==> config.mk <==
export PLATFORM = sky130hd
export DESIGN_NAME = imem_responder
export DESIGN_NICKNAME = d
export VERILOG_FILES = /design/src/rtl/imem_responder.sv
export SDC_FILE = /design/constraint.sdc
export NUM_CORES = 1
export LEC_CHECK = 0
export CELL_PAD_IN_SITES_DETAIL_PLACEMENT = 0
export CELL_PAD_IN_SITES_GLOBAL_PLACEMENT = 1
export CORE_AREA = 5 5 144 146
export DETAILED_ROUTE_END_ITERATION = 6
export DIE_AREA = 0 0 149 151
export PLACE_DENSITY = 0.83
export SYNTH_ARGS = -nofsm -noshare
export SYNTH_HDL_FRONTEND = slang
export SYNTH_SLANG_ARGS = --single-unit
==> constraint.sdc <==
create_clock -name clk -period 3.1 [get_ports clk]
set_input_delay 0.62 -clock clk [delete_from_list [all_inputs] [get_ports clk]]
set_output_delay 0.62 -clock clk [all_outputs]
set_load 0.1 [all_outputs]
==> src/rtl/imem_responder.sv <==
// ---------------------------------------------------------------------------
// imem_responder
//
// Instruction-side responder for the fetch stage. A single line buffer of
// LINE_WORDS words sits in front of a backing instruction memory. Hits
// return the addressed word one cycle after the address is presented, just
// like a synchronous-read memory. A miss raises i_stall, issues one
// line-aligned request over the valid/ready channel, then collects
// LINE_WORDS response beats in ascending word order before releasing the
// stall.
//
// Ports:
//   clk            clock, all state updates on the rising edge
//   rst_n          asynchronous active-low reset
//   i_addr         fetch address (bits [1:0] ignored)
//   hold           pipeline stalled elsewhere; instr must not change
//   invalidate     fence.i pulse; clears the line buffer
//   instr          word for the address presented in the previous cycle
//   i_stall        miss or fill in progress; fetch must hold its address
//   mem_req_valid  line request valid
//   mem_req_ready  backing memory accepts the request
//   mem_req_addr   line-aligned request address
//   mem_rsp_valid  response beat valid
//   mem_rsp_data   response beat data
// ---------------------------------------------------------------------------
module imem_responder #(
  parameter int          LINE_WORDS = 4,
  parameter logic [31:0] NOP_INSTR  = 32'h00000013
) (
  input  logic        clk,
  input  logic        rst_n,
  input  logic [31:0] i_addr,
  input  logic        hold,
  input  logic        invalidate,
  output logic [31:0] instr,
  output logic        i_stall,
  output logic        mem_req_valid,
  input  logic        mem_req_ready,
  output logic [31:0] mem_req_addr,
  input  logic        mem_rsp_valid,
  input  logic [31:0] mem_rsp_data
);

  localparam int IDX_W = $clog2(LINE_WORDS);
  localparam int OFF   = IDX_W + 2;
  localparam int TAG_W = 32 - OFF;
  localparam logic [IDX_W-1:0] LAST_IDX = IDX_W'(LINE_WORDS - 1);

  typedef enum logic [1:0] {
    IDLE,
    REQ,
    FILL
  } state_t;

  state_t             state_q, state_d;
  logic               line_valid_q, line_valid_d;
  logic [TAG_W-1:0]   line_tag_q, line_tag_d;
  logic [TAG_W-1:0]   miss_tag_q, miss_tag_d;
  logic [IDX_W-1:0]   cnt_q, cnt_d;
  logic               discard_q, discard_d;
  logic [31:0]        instr_q, instr_d;
  logic [31:0]        line_q [LINE_WORDS];
  logic [31:0]        line_d [LINE_WORDS];

  logic [TAG_W-1:0]   addr_tag;
  logic [IDX_W-1:0]   addr_idx;
  logic               hit;
  logic               last_beat;
  logic               unused_addr_bits;

  assign addr_tag         = i_addr[31:OFF];
  assign addr_idx         = i_addr[OFF-1:2];
  assign unused_addr_bits = ^i_addr[1:0];

  // A hit is only honoured while idle; during REQ/FILL the buffer is being
  // rewritten and the presented address is ignored.
  assign hit       = (state_q == IDLE) & line_valid_q & (addr_tag == line_tag_q);
  assign i_stall   = (state_q != IDLE) | ~hit;
  assign last_beat = mem_rsp_valid & (cnt_q == LAST_IDX);
  assign instr     = instr_q;

  // State register: control state is reset, line contents are not.
  always_ff @(posedge clk or negedge rst_n) begin
    if (!rst_n) begin
      state_q      <= IDLE;
      line_valid_q <= 1'b0;
      line_tag_q   <= '0;
      miss_tag_q   <= '0;
      cnt_q        <= '0;
      discard_q    <= 1'b0;
      instr_q      <= NOP_INSTR;
    end else begin
      state_q      <= state_d;
      line_valid_q <= line_valid_d;
      line_tag_q   <= line_tag_d;
      miss_tag_q   <= miss_tag_d;
      cnt_q        <= cnt_d;
      discard_q    <= discard_d;
      instr_q      <= instr_d;
    end
  end

  always_ff @(posedge clk) begin
    for (int i = 0; i < LINE_WORDS; i++) begin
      line_q[i] <= line_d[i];
    end
  end

  // Next-state logic. There is no abort path: once a request is issued the
  // whole line is consumed before returning to IDLE.
  always_comb begin
    state_d = state_q;
    case (state_q)
      IDLE: if (!hit)          state_d = REQ;
      REQ:  if (mem_req_ready) state_d = FILL;
      FILL: if (last_beat)     state_d = IDLE;
      default:                 state_d = IDLE;
    endcase
  end

  // FSM outputs. The request address comes straight from the latched miss
  // tag so it stays stable for the whole REQ wait.
  always_comb begin
    mem_req_valid = (state_q == REQ);
    mem_req_addr  = {miss_tag_q, {OFF{1'b0}}};
  end

  // Datapath updates for each state.
  always_comb begin
    line_valid_d = line_valid_q;
    line_tag_d   = line_tag_q;
    miss_tag_d   = miss_tag_q;
    cnt_d        = cnt_q;
    discard_d    = discard_q;
    instr_d      = instr_q;
    for (int i = 0; i < LINE_WORDS; i++) begin
      line_d[i] = line_q[i];
    end

    case (state_q)
      IDLE: begin
        if (hit && !hold) begin
          instr_d = line_q[addr_idx];
        end
        if (!hit) begin
          miss_tag_d = addr_tag;
        end
        if (invalidate) begin
          line_valid_d = 1'b0;
        end
      end

      REQ: begin
        // An invalidate while a line is in flight cannot cancel it, so it
        // is remembered and applied when the fill finishes.
        if (invalidate) begin
          discard_d = 1'b1;
        end
        if (mem_req_ready) begin
          cnt_d        = '0;
          line_valid_d = 1'b0;
        end
      end

      FILL: begin
        if (mem_rsp_valid) begin
          line_d[cnt_q] = mem_rsp_data;
          cnt_d         = cnt_q + IDX_W'(1);
        end
        if (last_beat) begin
          line_tag_d   = miss_tag_q;
          line_valid_d = ~discard_q & ~invalidate;
          discard_d    = 1'b0;
        end else if (invalidate) begin
          discard_d = 1'b1;
        end
      end

      default: begin
      end
    endcase
  end

endmodule

* Yosys cells after proc, flatten, opt, wreduce, memory -nomap -nowiden *
Memories as Yosys holds them, arrays and structs flattened. A register that Yosys moved wholly into a read port is not among the register bits.
Index checks and enable logic that the tools add are counted.

word-level totals
  register bits after elaboration = 62
  memory bits (writable) = 128
  bits of input ports = 70
  output and inout port bits = 66
  logic and storage cells = 61
  memories kept = 1

operators by class
  add/sub/neg operators = 1
  magnitude comparators = 2
  equal/unequal tests = 9
  mux-type cells = 19
  bitwise logic cells = 9
  reductions and logical operators = 14

memory list
  memory  words  bits a word  rd ports  clocked after Yosys merged registers in  wr ports  line  text
  line_q  4      32           5         1                                        4         62    logic [31:0] line_q [LINE_WORDS];

operators with widths
  cell                   number
  $mux W128              2
  $bwmux W128            1
  $demux W32 S2          1
  $mux W32               1
  $eq A28 B28 Y1         1
  $mux W2                5
  $ne A2 B2 Y1 const B   4
  $pmux W2 S3            1
  $reduce_and A2 Y1      3
  $reduce_and A3 Y1      2
  $mux W1                5
  $and A1 B1 Y1          4
  $eq A2 B2 Y1 const B   2
  $pmux W2 S2            1
  $reduce_and A4 Y1      1
  $reduce_bool A2 Y1     2
  $ge A3 B3 Y1 const B   1
  $lt A3 B1 Y1 const B   1
  $not A1 Y1             3
  $not A2 Y3             1
  $pmux W1 S3            1
  $reduce_bool A3 Y1     1
  $add A2 B1 Y2 const B  1
  $eq A2 B1 Y1 const B   1
  other kinds (6)        8

* Longest topological paths before layout *
Gate-level depths: netlist (run 1).

  word-level depth = 8
  gate-level depth with buffers = 8
  mapped depth without buffers = 7

* Worst setup path before layout (run 1) *
OpenSTA, ideal clock, no wires.

  kind = flip-flop to flip-flop
  start = reg state_q[0]
  end = reg line_tag_q[0]
  arrival = 2.620 ns
  setup slack = 0.354 ns
  cell stages (with the launch flop) = 7
  cell sequence = dfrtp_1 inv_1 ha_1 clkbuf_1 and3_1 clkbuf_1 mux2_2

between the ends
  word-level cells in the longest chain between the ends = 2

RTL lines
  element                      line  text
  start: declaration           55    state_t state_q, state_d;
  start signal: assignment     93    state_q <= state_d;
  $eq A2 B2 Y1                 140   case (state_q)
  $reduce_and A2 Y1 (no line)  -
  end signal: assignment       95    line_tag_q <= line_tag_d;
  end: declaration             57    logic [TAG_W-1:0] line_tag_q, line_tag_d;

Every way passes these cells.
A chain may end at the register's enable or synchronous reset.

* Worst setup path after layout (run 1) *
  start = in i_addr[20]
  end = out i_stall

between the ends
  word-level cells in the longest chain between the ends = 4

RTL lines
  element               line  text
  start: declaration    32    input logic [31:0] i_addr,
  $eq A28 B28 Y1        77    assign hit = (state_q == IDLE) & line_valid_q & (addr_tag == line_tag_q);
  $and A1 B1 Y1         77
  $not A1 Y1 (no line)  -
  $or A1 B1 Y1          78    assign i_stall = (state_q != IDLE) | ~hit;
  end: declaration      36    output logic i_stall,

Every way passes these cells.

==> PnR_summary.wiki, run 1 <==
{| class="wikitable"
! Metric !! Value
|-
| Result of the run || finished, final reports clean
|-
| Critical path cell sequence || clkdlybuf4s50_1, xor2_1, nor4_1, nand4_2, or2_2, buf_12
|-
| Overall Global Routing Usage || 15.0%
|-
| Clock tree from TritonCTS || built
|-
| Number of instances resized during post-cts repair || 0
|-
| Net switching share of the total power || 36.3%
|-
| Effective utilization at floorplan || 45.2%
|-
| Number of flip-flops and latches in the synthesized netlist || 222
|-
| Initial antenna violation count || 0
|-
| Final number of hold-violating endpoints || 0
|-
| Buffers inserted by post-CTS timing repair || 0
|-
| Clock latency of the later-clocked register in the worst-skew pair || 0.49 ns
|-
| Via count || 4511
|-
| Element type at the critical path end || primary output
|-
| Final standard cell count with taps included and fillers excluded || 883
|-
| Path type of the worst setup path || primary input to primary output
|-
| Sink Count || 222
|-
| Hold buffer count at CTS || 0
|-
| Commonest cells after routing, fill and taps aside || edfxtp_1 (128), dfrtp_1 (91), mux2_2 (85)
|-
| Overall Power || 9.25 mW
|-
| R2R Path Start || line_tag_q[16]
|-
| Die Footprint || 22500 sq um
|-
| Highest achievable clock rate || 336 MHz
|-
| ANT nets after route || 0
|-
| Average wire per cell in the routed design || 19.2 um
|-
| Num CTS Buffers || 23
|-
| Total leakage power || 4.41 nW
|-
| Row count || 51
|-
| CTS max path bufs || 3
|-
| Internal power summed over all cells || 5.89 mW
|-
| Dpl cells || 841
|-
| Die height || 151 um
|-
| Maximum vdd drop || 0.745 mV
|-
| Detailed-route vias per instance || 5.11
|-
| Number of ports placed on the die boundary || 136
|-
| Distinct cell type count after synthesis || 32
|-
| Std-Cell Core Area || 19300 sq um
|-
| Sum Neg Setup Slack || 0 ns
|-
| Fin. max-slew vios || 0
|-
| GP Congestion || 0.784
|-
| Worst Path Required || 2.48 ns
|-
| Crit share post-route || 95.9%
|-
| Type of the worst min-delay path || primary input to asynchronous set/reset pin
|-
| Total of endpoints with negative setup slack in the final report || 0
|-
| Vias in the first global route || 4986
|-
| Combinational Power Share || 31.6%
|-
| Count of input and output buffers || 129
|-
| Die X || 149 um
|-
| Bufs and invs on worst path || 2
|-
| Sequential cell area fraction in the yosys report || 71.1%
|-
| Pin count of the biggest net entering global routing || 70
|-
| DPL Wire Length || 11000 um
|-
| Detailed Route WL || 16900 um
|-
| Clock share of power || 27.5%
|-
| Fin nets || 680
|-
| Cell accounting for the most synthesized area || edfxtp_1
|-
| First-pass GRT wire length || 26500 um
|-
| Critical path peak fanout || 2
|-
| Area share of the largest cell type after synthesis || 44.1%
|-
| Syn Std Cell Area || 8710 sq um
|-
| CP top delay family || simple AND/OR/NAND/NOR gates
|-
| Delay of the slowest critical-path stage || 0.43 ns
|-
| Origin of the worst setup path || i_addr[20]
|-
| Slowest library cell on the worst path || clkdlybuf4s50_1
|-
| Violation count after the first detailed-route iteration || 198
|-
| Startpoint types || primary input
|-
| H-tree depth || 1
|-
| Leading post-synthesis cells by cell area || edfxtp_1 (44%), dfrtp_1 (26%), mux2_2 (11%)
|-
| Count of maximum capacitance violations || 0
|-
| Sequential group share of total power || 40.9%
|-
| DRC || 0
|-
| Hold slack || 0.0550 ns
|-
| Most common cell after layout, fill and taps aside || edfxtp_1
|-
| Number of standard cells after synthesis || 450
|-
| Layout cells sized above 1 || 38.2%
|-
| Buffer cell driving the clock tree root || clkbuf_16
|-
| Sw Pwr || 3.36 mW
|-
| Post-layout min period || 2.97 ns
|-
| Worst Skew || 0.00606 ns
|-
| Aggregate global routing overflow || 0
|-
| Per-instance average area after synthesis || 19.4 sq um
|-
| Setup repair after global routing missed its margin || no
|-
| Yosys warnings || 0
|-
| Data arrival, critical path || 2.35 ns
|-
| Number of detailed-routing iterations run before antenna repair || 4
|-
| Clock-pin slew on the worst setup and hold paths || 0.06 ns
|-
| Layout-stage area growth over the synthesis result || 25.6%
|-
| Pwr Density || 845 nW/um^2
|}
## cell families after synthesis
| group | count (synthesis) | synth area share, % |
|---|---|---|
| other cells | 1 | 0.0430 |
| buf+inv | 25 | 1.78 |
| mux | 122 | 19.9 |
| fa+ha+maj | 9 | 1.29 |
| xor+xnor | 28 | 2.81 |
| simple gates | 31 | 2.08 |
| compound gates | 12 | 0.948 |
| flops | 222 | 71.1 |
## final timing paths
kind	endpoint	cells past startpoint	slack, ns
max	i_stall	6	0.13
min	instr[10]	1	0.05
max reg2reg	instr[18]	7	0.74
min reg2reg	instr[24]	1	0.49
max in group asynchronous	instr[4]	2	2.27
min in group clk	instr[24]	1	0.49
## stage by stage
| step | utilization [%] | setup WS [ns] | area [sq um] |
|---|---|---|---|
| global route | 56.8 | 0.0342 | 10900 |
| CTS | 56.8 | 0.0963 | 10900 |
| global placement | 53.1 | 0.0344 | 10200 |
| finish | 56.8 | 0.126 | 10900 |
| detailed placement | 53.1 | 0.0529 | 10200 |
| floorplan | - | 0.354 | 8730 |
## synthesized netlist by cell type
| cell | instances |
|---|---|
| mux2_1 | 5 |
| dfrtp_1 | 91 |
| buf_6 | 3 |
| nor3_1 | 1 |
| nor2_1 | 4 |
| or2_2 | 1 |
| buf_8 | 2 |
| nor4_1 | 9 |
| a22o_1 | 2 |
| xor2_1 | 28 |
| and3_1 | 4 |
| o21ai_0 | 3 |
| clkbuf_1 | 7 |
| mux4_2 | 32 |
| nor2b_1 | 1 |
| buf_2 | 1 |
| nand2_1 | 7 |
| conb_1 | 1 |
| mux2_2 | 85 |
| buf_4 | 4 |
| nand4_1 | 2 |
| nor3_4 | 1 |
| inv_1 | 5 |
| dfstp_2 | 3 |
| nand4_2 | 1 |
| o21ai_4 | 1 |
| edfxtp_1 | 128 |
| o21bai_1 | 1 |
| a21oi_1 | 4 |
| buf_1 | 3 |
| ha_1 | 9 |
| o22ai_1 | 1 |
## registers in the layout, summed over array words and instances, names as in the netlist
name          cells
line_tag_q       28
miss_tag_q       28
discard_q         1
line_valid_q      1
line_q          128
instr            32
state_q           2
cnt_q             2
## cell type report
class | count | area (sq um)
Sequential cell | 222 | 6200
Fill cell | 1495 | 8330
Multi-Input combinational cell | 206 | 2380
Antenna cell | 1 | 2.50
Clock inverter | 9 | 68.8
Inverter | 5 | 18.8
Timing Repair Buffer | 143 | 1320
Tap cell | 265 | 332
Clock buffer | 32 | 629
## worst register-to-register path, stage by stage, from the launching register on
cell,delay (ns)
dfrtp_1,0.39
xor2_1,0.16
nor4_1,0.40
nand4_2,0.21
buf_4,0.20
nor3_4,0.22
buf_12,0.26
mux2_2,0.40
## power by group through the flow
stage	Clock (mW)	Sequential [mW]	Combinational, mW
3_3_place_gp	0	3.81	2.92
3_5_place_dp	0	3.84	2.96
5_1_grt	2.74	3.83	3.07
4_1_cts	2.62	3.79	2.96
6_report	2.54	3.78	2.92
2_1_floorplan	0	5.16	0.889
## routing by layer
layer	GRT usage [%]	wire length [um]
met1	19.0	7030
met2	25.8	8300
met3	4.43	1330
met4	3.57	292
met5	0	0
(Power assumes the default switching activity.)
==> run 2, diff against run 1 <==
--- a/config.mk
+++ b/config.mk
@@ -7,10 +7,11 @@
 export LEC_CHECK = 0
 export CELL_PAD_IN_SITES_DETAIL_PLACEMENT = 0
 export CELL_PAD_IN_SITES_GLOBAL_PLACEMENT = 1
-export CORE_AREA = 5 5 144 146
+export CORE_AREA = 5 5 140 142
 export DETAILED_ROUTE_END_ITERATION = 6
-export DIE_AREA = 0 0 149 151
-export PLACE_DENSITY = 0.83
+export DIE_AREA = 0 0 145 147
+export PLACE_DENSITY = 0.87
+export SLEW_MARGIN = 20
 export SYNTH_ARGS = -nofsm -noshare
 export SYNTH_HDL_FRONTEND = slang
 export SYNTH_SLANG_ARGS = --single-unit
==> constraint.sdc (replaced) <==
create_clock -name clk -period 3.6 [get_ports clk]
set_input_delay 0.72 -clock clk [delete_from_list [all_inputs] [get_ports clk]]
set_output_delay 0.72 -clock clk [all_outputs]
set_load 0.1 [all_outputs]
==> PnR_summary.wiki, run 2 (synthesis results as in run 1) <==
{| class="wikitable"
! Metric !! Value
|-
| Flip-flop count of the largest register after layout || 128 (unchanged)
|-
| Highest achievable clock rate || 310 MHz
|-
| Buffers inserted by post-CTS timing repair || 0 (unchanged)
|-
| Initial antenna violation count || 0 (unchanged)
|-
| Die Footprint || 21300 sq um (-5.3%)
|-
| Element type at the critical path end || primary output
|-
| Overall Global Routing Usage || 16.1% (+1.0 points)
|-
| Hold slack || 0.309 ns (+0.254 ns)
|-
| Via count || 4492 (-0.42%)
|-
| Diodes inserted || 0 (-1)
|-
| Buffer cell driving the clock tree root || clkbuf_16
|-
| Fin nets || 674 (-0.88%)
|-
| Path type of the worst setup path || primary input to primary output
|-
| Final standard cell count with taps included and fillers excluded || 846 (-4.2%)
|-
| Setup repair after global routing missed its margin || no
|-
| Vias in the first global route || 5071 (+1.7%)
|-
| Commonest cells after routing, fill and taps aside || edfxtp_1 (128), clkdlybuf4s50_1 (122), dfrtp_1 (91)
|-
| Pin count of the biggest net entering global routing || 66 (-5.7%)
|-
| Layout-stage area growth over the synthesis result || 25.8%
|-
| Detailed Route WL || 17100 um (+0.76%)
|-
| Total area of multi-input combinational cells || 2380 sq um (unchanged)
|-
| Crit share post-route || 89.6%
|-
| Clock latency of the later-clocked register in the worst-skew pair || 0.50 ns (about the same)
|-
| Worst Setup Slack post-DPL || 0.390 ns (+0.337 ns)
|-
| Worst Path Required || 2.88 ns (+0.40 ns)
|-
| H-tree depth || 1 (unchanged)
|-
| Final worst-path setup slack || 0.373 ns (+0.247 ns)
|-
| Final number of hold-violating endpoints || 0 (unchanged)
|-
| Fin. max-slew vios || 0 (unchanged)
|-
| Most common cell after layout, fill and taps aside || edfxtp_1
|-
| Number of instances resized during post-cts repair || 0 (unchanged)
|-
| Total leakage power || 4.28 nW (-2.9%)
|-
| Overall Power || 8.03 mW (-13%)
|-
| Number of inserted filler cells in the final layout || 1331 (-11%)
|-
| Number of ports placed on the die boundary || 136 (unchanged)
|-
| Count of input and output buffers || 129 (unchanged)
|-
| Utilization after layout || 59.8% (+3.0 points)
|-
| Std-Cell Core Area || 18300 sq um (-4.9%)
|-
| DRC || 0 (unchanged)
|-
| Detailed-route vias per instance || 5.31 (+3.9%)
|-
| Aggregate global routing overflow || 0 (unchanged)
|-
| Violation count after the first detailed-route iteration || 224 (+13%)
|-
| Post-layout min period || 3.23 ns
|-
| Result of the run || finished, final reports clean
|-
| CTS max path bufs || 3 (unchanged)
|-
| Worst slew pin tran || 1.04 ns
|-
| Clock tree from TritonCTS || built
|-
| Maximum vdd drop || 0.752 mV (+0.86%)
|-
| Startpoint types || primary input
|-
| Count of maximum capacitance violations || 0 (unchanged)
|-
| Num CTS Buffers || 23 (unchanged)
|-
| GP Congestion || 0.755 (-3.6%)
|-
| Total of endpoints with negative setup slack in the final report || 0 (unchanged)
|-
| Average wire per cell in the routed design || 20.2 um (+5.2%)
|-
| Data arrival, critical path || 2.51 ns (+0.16 ns)
|-
| Effective utilization at floorplan || 47.5% (+2.3 points)
|-
| Area occupied by registers || 6200 sq um (unchanged)
|-
| Die height || 147 um (-2.6%)
|-
| Clock-pin slew on the worst setup and hold paths || 0.06 ns (about the same)
|-
| Pwr Density || 732 nW/um^2 (-13%)
|-
| Summed area of non-filler cells in the final layout || 11000 sq um (+0.21%)
|-
| Slew HR || 30.4%
|-
| Type of the worst min-delay path || primary input to asynchronous set/reset pin
|-
| Hold buffer count at CTS || 0 (unchanged)
|-
| Critical path peak fanout || 3 (+1)
|-
| Layout cells sized above 1 || 28.4% (-9.8 points)
|-
| Placed inst area || 10300 sq um (+0.23%)
|-
| Sink Count || 222 (unchanged)
|-
| First-pass GRT wire length || 27600 um (+4.0%)
|-
| Die X || 145 um (-2.7%)
|-
| Number of detailed-routing iterations run before antenna repair || 4 (unchanged)
|-
| DPL Wire Length || 10800 um (-1.8%)
|-
| Sum Neg Setup Slack || 0 ns (unchanged)
|-
| Worst Skew || 0.0132 ns (+0.00718 ns)
|-
| Dpl cells || 804 (-4.4%)
|-
| ANT nets after route || 0 (unchanged)
|-
| Row count || 50 (-2.0%)
|-
| Register with the highest flop count || line_q
|}
==> run 2: changes by cell type in the layout (fill, tap and decap cells not counted) <==
cell and change:
buf_4 -61, buf_12 -3, clkbuf_8 -2, inv_6 +1
clkinv_2 +1, clkbuf_1 +1, diode_2 -1, inv_8 +1
clkinv_1 -2, clkinvlp_4 +1, clkdlybuf4s50_1 +58
==> run 2: critical path, cell delays in order <==
cell             delay (ns)
clkdlybuf4s50_1        0.44
xor2_1                 0.18
nor4_1                 0.35
nand4_1                0.25
or2_2                  0.39
buf_12                 0.18
==> run 2: metal layers <==
metal / track usage (%) / part of all wire, % / up-vias
met2: 27.3 / 50 / 135
met3: 5.64 / 8.5 / 25
li1: - / - / 2011
met1: 19.9 / 40 / 2321
met5: 0 / 0 / -
met4: 3.67 / 1.6 / 0
==> run 2: path summary, 6_finish.rpt <==
path | start | to | slack [ns] | cells past startpoint
worst min-delay path | rst_n | instr[21] | 0.31 | 1
worst min register to register | line_valid_q | line_valid_q | 0.49 | 2
worst max-delay path | i_addr[22] | i_stall | 0.37 | 6
max in group asynchronous | rst_n | instr[1] | 2.40 | 2
worst max register to register | line_tag_q[16] | instr[8] | 1.29 | 7
min in group clk | line_valid_q | line_valid_q | 0.49 | 2
==> run 2: layout make-up <==
cell class,instances,area share (%)
timing repair buffer,137,12.6
sequential,222,56.5
clock buffer,31,5.52
clock inverter,11,0.856
tap,234,2.67
multi-input combinational,206,21.7
inverter,5,0.171
==> run 2: report_power, final <==
group	switching, mW	internal [mW]
registers	0.204	3.05
logic	1.80	0.779
clock network	0.930	1.26
==> run 3, diff against run 2 <==
--- a/config.mk
+++ b/config.mk
@@ -5,12 +5,14 @@
 export SDC_FILE = /design/constraint.sdc
 export NUM_CORES = 1
 export LEC_CHECK = 0
+export CAP_MARGIN = 20
 export CELL_PAD_IN_SITES_DETAIL_PLACEMENT = 0
 export CELL_PAD_IN_SITES_GLOBAL_PLACEMENT = 1
-export CORE_AREA = 5 5 140 142
+export CORE_AREA = 5 5 137 139
+export CTS_BUF_LIST = sky130_fd_sc_hd__clkbuf_4 sky130_fd_sc_hd__clkbuf_8
 export DETAILED_ROUTE_END_ITERATION = 6
-export DIE_AREA = 0 0 145 147
-export PLACE_DENSITY = 0.87
+export DIE_AREA = 0 0 142 144
+export PLACE_DENSITY = 0.9
 export SLEW_MARGIN = 20
 export SYNTH_ARGS = -nofsm -noshare
 export SYNTH_HDL_FRONTEND = slang
==> PnR_summary.wiki, run 3 (synthesis results as in run 1) <==
{| class="wikitable"
! Metric !! Value
|-
| Result of the run || finished, final reports clean
|-
| Hold slack || 0.191 ns (-0.118 ns)
|-
| Number of detailed-routing iterations run before antenna repair || 4 (unchanged)
|-
| Fin. max-slew vios || 0 (unchanged)
|-
| Hold buffer count at CTS || 0 (unchanged)
|-
| Clock-pin slew on the worst setup and hold paths || 0.06 ns (about the same)
|-
| Commonest cells after routing, fill and taps aside || edfxtp_1 (128), clkdlybuf4s50_1 (121), dfrtp_1 (91)
|-
| Count of maximum capacitance violations || 0 (unchanged)
|-
| Slew HR || 30.8% (+0.38 points)
|-
| Count of input and output buffers || 129 (unchanged)
|-
| Die Footprint || 20400 sq um (-4.1%)
|-
| Type of the worst min-delay path || primary input to asynchronous set/reset pin
|-
| Diodes inserted || 0 (unchanged)
|-
| Fin nets || 691 (+2.5%)
|-
| Final worst-path setup slack || 0.383 ns (+0.0101 ns)
|-
| Data arrival, critical path || 2.50 ns (about the same)
|-
| Slowest library cell on the worst path || clkdlybuf4s50_1
|-
| Number of ports placed on the die boundary || 136 (unchanged)
|-
| Path type of the worst setup path || primary input to primary output
|-
| Die X || 142 um (-2.1%)
|-
| Maximum vdd drop || 0.884 mV (+18%)
|-
| Register with the highest flop count || line_q
|-
| Clock tree from TritonCTS || built
|-
| Via count || 4592 (+2.2%)
|-
| Initial antenna violation count || 1 (+1)
|-
| Total leakage power || 4.37 nW (+2.1%)
|-
| H-tree depth || 2 (+1)
|-
| Number of instances resized during post-cts repair || 0 (unchanged)
|-
| Layout-stage area growth over the synthesis result || 26.7%
|-
| Total of endpoints with negative setup slack in the final report || 0 (unchanged)
|-
| Pin count of the biggest net entering global routing || 44 (-33%)
|-
| Sum Neg Setup Slack || 0 ns (unchanged)
|-
| Worst slew pin tran || 1.04 ns (-0.00567 ns)
|-
| Effective utilization at floorplan || 49.7% (+2.2 points)
|-
| Std-Cell Core Area || 17500 sq um (-4.3%)
|-
| Element type at the critical path end || primary output
|-
| First-pass GRT wire length || 26700 um (-3.2%)
|-
| Delay of the slowest critical-path stage || 0.44 ns (about the same)
|-
| Worst Path Required || 2.88 ns (about the same)
|-
| Detailed-route vias per instance || 5.29 (-0.36%)
|-
| Buffers inserted by post-CTS timing repair || 0 (unchanged)
|-
| Average wire per cell in the routed design || 19.6 um (-3.0%)
|-
| Buffer cell driving the clock tree root || clkbuf_8
|-
| Sink Count || 222 (unchanged)
|-
| Worst Skew || 0.0110 ns (-0.00224 ns)
|-
| Layout cells sized above 1 || 33.0% (+4.6 points)
|-
| Num CTS Buffers || 37 (+61%)
|-
| Number of inserted filler cells in the final layout || 1247 (-6.3%)
|-
| Critical path cell sequence || clkdlybuf4s50_1, xor2_1, nor4_1, nand4_1, or2_2, buf_12
|-
| Highest achievable clock rate || 311 MHz (+0.31%)
|-
| Vias in the first global route || 5054 (-0.34%)
|-
| Overall Global Routing Usage || 16.9% (+0.79 points)
|-
| Critical path peak fanout || 3 (unchanged)
|-
| Most common cell after layout, fill and taps aside || edfxtp_1
|-
| Aggregate global routing overflow || 0 (unchanged)
|-
| Detailed Route WL || 17000 um (-0.51%)
|-
| Violation count after the first detailed-route iteration || 163 (-27%)
|-
| Flip-flop count of the largest register after layout || 128 (unchanged)
|-
| Crit share post-route || 89.4% (-0.28 points)
|-
| Pwr Density || 726 nW/um^2 (-0.82%)
|-
| CTS max path bufs || 3 (unchanged)
|-
| Row count || 49 (-2.0%)
|-
| Setup repair after global routing missed its margin || no
|-
| Startpoint types || primary input
|-
| GP Congestion || 0.824 (+9.2%)
|-
| ANT nets after route || 0 (unchanged)
|-
| DPL Wire Length || 11000 um (+1.9%)
|-
| DRC || 0 (unchanged)
|-
| Worst Setup Slack post-DPL || 0.351 ns (-0.0390 ns)
|-
| Final number of hold-violating endpoints || 0 (unchanged)
|-
| Die height || 144 um (-2.0%)
|-
| Clock latency of the later-clocked register in the worst-skew pair || 0.51 ns (about the same)
|-
| Post-layout min period || 3.22 ns (-0.0101 ns)
|}
[run 3: cell types whose count changed in the layout (fill, tap and decap cells not counted), sizes merged]
cell | previous run | this run
clkbuf | 31 | 58
clkdlybuf4s50 | 122 | 121
bufinv | 1 | 0
buf | 15 | 19
clkinvlp | 3 | 1
[run 3: cell type report]
cell class,count,area (sq um),share of cell area (%)
multi-input combinational,206,2380,21.5
clock inverter,8,47.5,0.431
timing repair buffer,140,1410,12.8
sequential,222,6200,56.2
clock buffer,58,698,6.33
tap,229,287,2.60
inverter,5,18.8,0.170
[run 3: where the power goes]
part           internal (mW)  switching, mW
combinational          0.785           1.79
sequential              3.05          0.211
clock                   1.24          0.939
total                   5.07           2.94
[run 3: path summary, 6_finish.rpt]
kind	start	cells past startpoint	end	slack, ns
min	rst_n	1	instr[21]	0.19
max	i_addr[22]	6	i_stall	0.38
max reg2reg	line_tag_q[16]	7	instr[16]	1.26
max in group asynchronous	rst_n	2	instr[0]	2.54
min in group clk	line_valid_q	2	line_valid_q	0.49
min reg2reg	line_valid_q	2	line_valid_q	0.49
[run 3: stage by stage]
| step | util (%) | total power, mW | std cells | instance area (sq um) |
|---|---|---|---|---|
| finish | 63.0 | 8.01 | 868 | 11000 |
| global route | 63.0 | 8.36 | 868 | 11000 |
| CTS | 63.0 | 8.11 | 868 | 11000 |
| detailed placement | 58.7 | 5.90 | 802 | 10300 |
| global placement | 58.7 | 5.84 | 802 | 10300 |
| floorplan | - | 5.21 | 453 | 8730 |
[run 3: critical path: cells and delay by family]
family | cells | cell delay (ns)
simple gates | 3 | 0.97
buf+inv | 2 | 0.61
xor+xnor | 1 | 0.18
[run 3: per-layer routing]
layer	wire length (um)	global-route usage (%)
met4	309	4.55
met2	8420	28.0
met3	1410	6.05
met5	7	0
met1	6850	21.3
==> patch: new RTL, settings of run 3 <==
Take the reset off `line_tag_q` and `miss_tag_q` and load them in a clocked block of their own.
--- a/src/rtl/imem_responder.sv
+++ b/src/rtl/imem_responder.sv
@@ -85,6 +85,4 @@
       state_q      <= IDLE;
       line_valid_q <= 1'b0;
-      line_tag_q   <= '0;
-      miss_tag_q   <= '0;
       cnt_q        <= '0;
       discard_q    <= 1'b0;
@@ -93,10 +91,13 @@
       state_q      <= state_d;
       line_valid_q <= line_valid_d;
-      line_tag_q   <= line_tag_d;
-      miss_tag_q   <= miss_tag_d;
       cnt_q        <= cnt_d;
       discard_q    <= discard_d;
       instr_q      <= instr_d;
     end
+  end
+
+  always_ff @(posedge clk) begin
+    line_tag_q <= line_tag_d;
+    miss_tag_q <= miss_tag_d;
   end
 
Formal check against the unedited RTL: not equivalent (Yosys sat finds a counterexample within 4 cycles, from zero or initial values and one cycle with rst_n low).
==> patch against run 3 <==
Power decreased by 11%; sequential share of layout area is 4.3 points higher; combinational power fell by 38%; first-iteration DRC count increased by 36%; synthesized area decreased by 4.0%; setup slack improved by 0.11 ns; wire length shrank 3.0%; cell area fell by 2.9%; largest cell class unchanged; synthesized cell count is 12% lower; sequential cell count stayed put; sequential power is 2% lower.
==> patch: results (changes against run 3) <==
Run status
  • Status: finished, final reports clean

Cells and area
  • Fillers: 1255 (+0.64%)
  • Layout cells sized above 1: 24.53% (-8.5 points)
  • Number of flip-flops under the largest register name: 128 (unchanged)
  • Multi-Input Combinational: 158 (-23%)
  • Clock buffer count: 49 (-16%)
  • N_diodes: 0 (unchanged)
  • Signal inverters: 5 (unchanged)
  • Most flops, register: line_q
  • Area of the multi-input gates: 1779 µm² (-25%)
  • Seq/total area: 60.46% (+4.3 points)
  • ClkCell Share: 7.413% (+0.66 points)
  • Non-clock buffers, area share: 12.68% (-0.11 points)
  • Nets: 638 (-7.7%)
  • Plain + repair buffers: 135 (-3.6%)

Detailed routing
  • Drt pass-1 iters: 4 (unchanged)
  • WL final: 16470 µm (-3.0%)
  • Vias/cell: 5.189 (-1.9%)
  • DR iter-0 viols: 221 (+36%)

Placed design
  • Port-buffer cells: 129 (unchanged)
  • Dpl hpwl: 10300 µm (-6.0%)
  • Placement Setup Slack: 0.5218 ns (+0.1707 ns)
  • Global placer's final weighted congestion: 0.7937 (-3.7%)

Critical path
  • CP endpoint: i_stall
  • R2r startpoint: state_q[0]$_DFFE_PN0P_
  • Reg2reg end: instr[11]$_DFFE_PN0P_
  • Maximum fanout along the worst path: 2 (-1)
  • R2R Setup Slk: 1.43 ns (+0.17 ns)
  • CP delay by family, top: simple AND/OR/NAND/NOR gates
  • Worst setup path startpoint: i_addr[27]
  • Max incr delay on CP: 0.45 ns
  • R2R cell count: 8 (+1)
  • Slowest-stage cell, CP: clkdlybuf4s50_1
  • WP data arrival: 2.38 ns (-0.12 ns)

Yosys
  • List of most frequent post-synthesis cells: edfxtp_1 (184), dfrtp_1 (35), mux4_2 (32), mux2_2 (31), xor2_1 (28)
  • Post-synth top flop: edfxtp_1
  • Number of synthesized register bits: 222 (unchanged)
  • Synth area leaders: edfxtp_1 (66%), dfrtp_1 (10%), mux4_2 (8.6%), mux2_2 (4.2%), xor2_1 (2.9%)
  • Seq/Total Area, Yosys: 77.48% (+6.3 points)
  • Synth cell types: 29 (-9.4%)
  • Post-synth EDFFs: 184 (+44%)
  • Async SR Flop Fraction: 17.12% (-25 points)

GRT
  • GRT Util Overall: 16.21% (-0.66 points)
  • Global-route wire length before repair: 25490 µm (-4.5%)
  • Largest net degree at the start of global routing: 39 (-11%)
  • Initial antenna violation count: 0 (-1)
  • Vias in the first global route: 4646 (-8.1%)

Clocking
  • Clock transition at path regs: 0.06 ns (about the same)
  • CTS root buf: clkbuf_8
  • Post_cts resized: 0 (unchanged)
  • Clk_lat worst skew: 0.54 ns (+0.03 ns)
  • Post CTS Setup Buffer Count: 0 (unchanged)
  • H-tree depth: 2 (unchanged)

STA
  • F_max: 0.3223 GHz (+3.7%)
  • Worst Max-Slew Pin Slew: 1.007 ns (-0.02845 ns)
  • Final setup fails: 0 (unchanged)
  • Clock Skew: 0.03663 ns (+0.02563 ns)

Job
  • Max Cap Viol: 0 (unchanged)

Pwr
  • Leak: 0.003841 µW (-12%)
  • IR drop worst, VDD: 0.0006689 V (-24%)
[patch: metal layers]
| layer | GRT usage (%) | wire [µm] |
|---|---|---|
| met5 | 0 | 0 |
| met4 | 4.798 | 247 |
| met3 | 5.159 | 1541 |
| met2 | 26.24 | 7995 |
| met1 | 21.29 | 6686 |
[patch: cell families after synthesis]
kind of cell               share of synthesized area [%]
AOI/OAI and AO/OA                                 0.7930
xor gates and xnor gates                           2.932
adders and majority gates                          1.347
buffers and inverters                              1.436
DFF                                                77.48
muxes                                              13.20
other                                            0.04484
and+or+nand+nor                                    2.768
[patch: per-stage QoR]
step | area [µm²] | total power [µW] | utilization (%) | hold WS, ns | std cells
floorplan | 8374 | 4370 | - | 0.4244 | 401
global placement | 9921 | 4812 | 56.58 | 0.4439 | 749
detailed placement | 9921 | 4854 | 56.58 | 0.4456 | 749
CTS | 10720 | 7194 | 61.11 | 0.3680 | 816
global route | 10720 | 7387 | 61.12 | 0.1969 | 816
finish | 10720 | 7107 | 61.12 | 0.1780 | 816
[patch: report_power, final]
part | internal (µW) | switching [µW]
sequential | 3090 | 108
clock | 1320 | 998
combinational | 405 | 1180
total | 4820 | 2290
[patch: worst min-delay path by stage]
stage / startpoint / to / slack [ns] / cells past startpoint
global route: rst_n / instr[6]$_DFFE_PN0P_ / 0.20 / 1
detailed placement: miss_tag_q[10]$_DFFE_PP_ / line_tag_q[10]$_DFFE_PP_ / 0.45 / 0
finish: rst_n / instr[6]$_DFFE_PN0P_ / 0.18 / 1
global placement: miss_tag_q[17]$_DFFE_PP_ / line_tag_q[17]$_DFFE_PP_ / 0.44 / 0
CTS: rst_n / instr[6]$_DFFE_PN0P_ / 0.37 / 1
floorplan: rst_n / cnt_q[0]$_DFFE_PN0P_ / 0.42 / 0
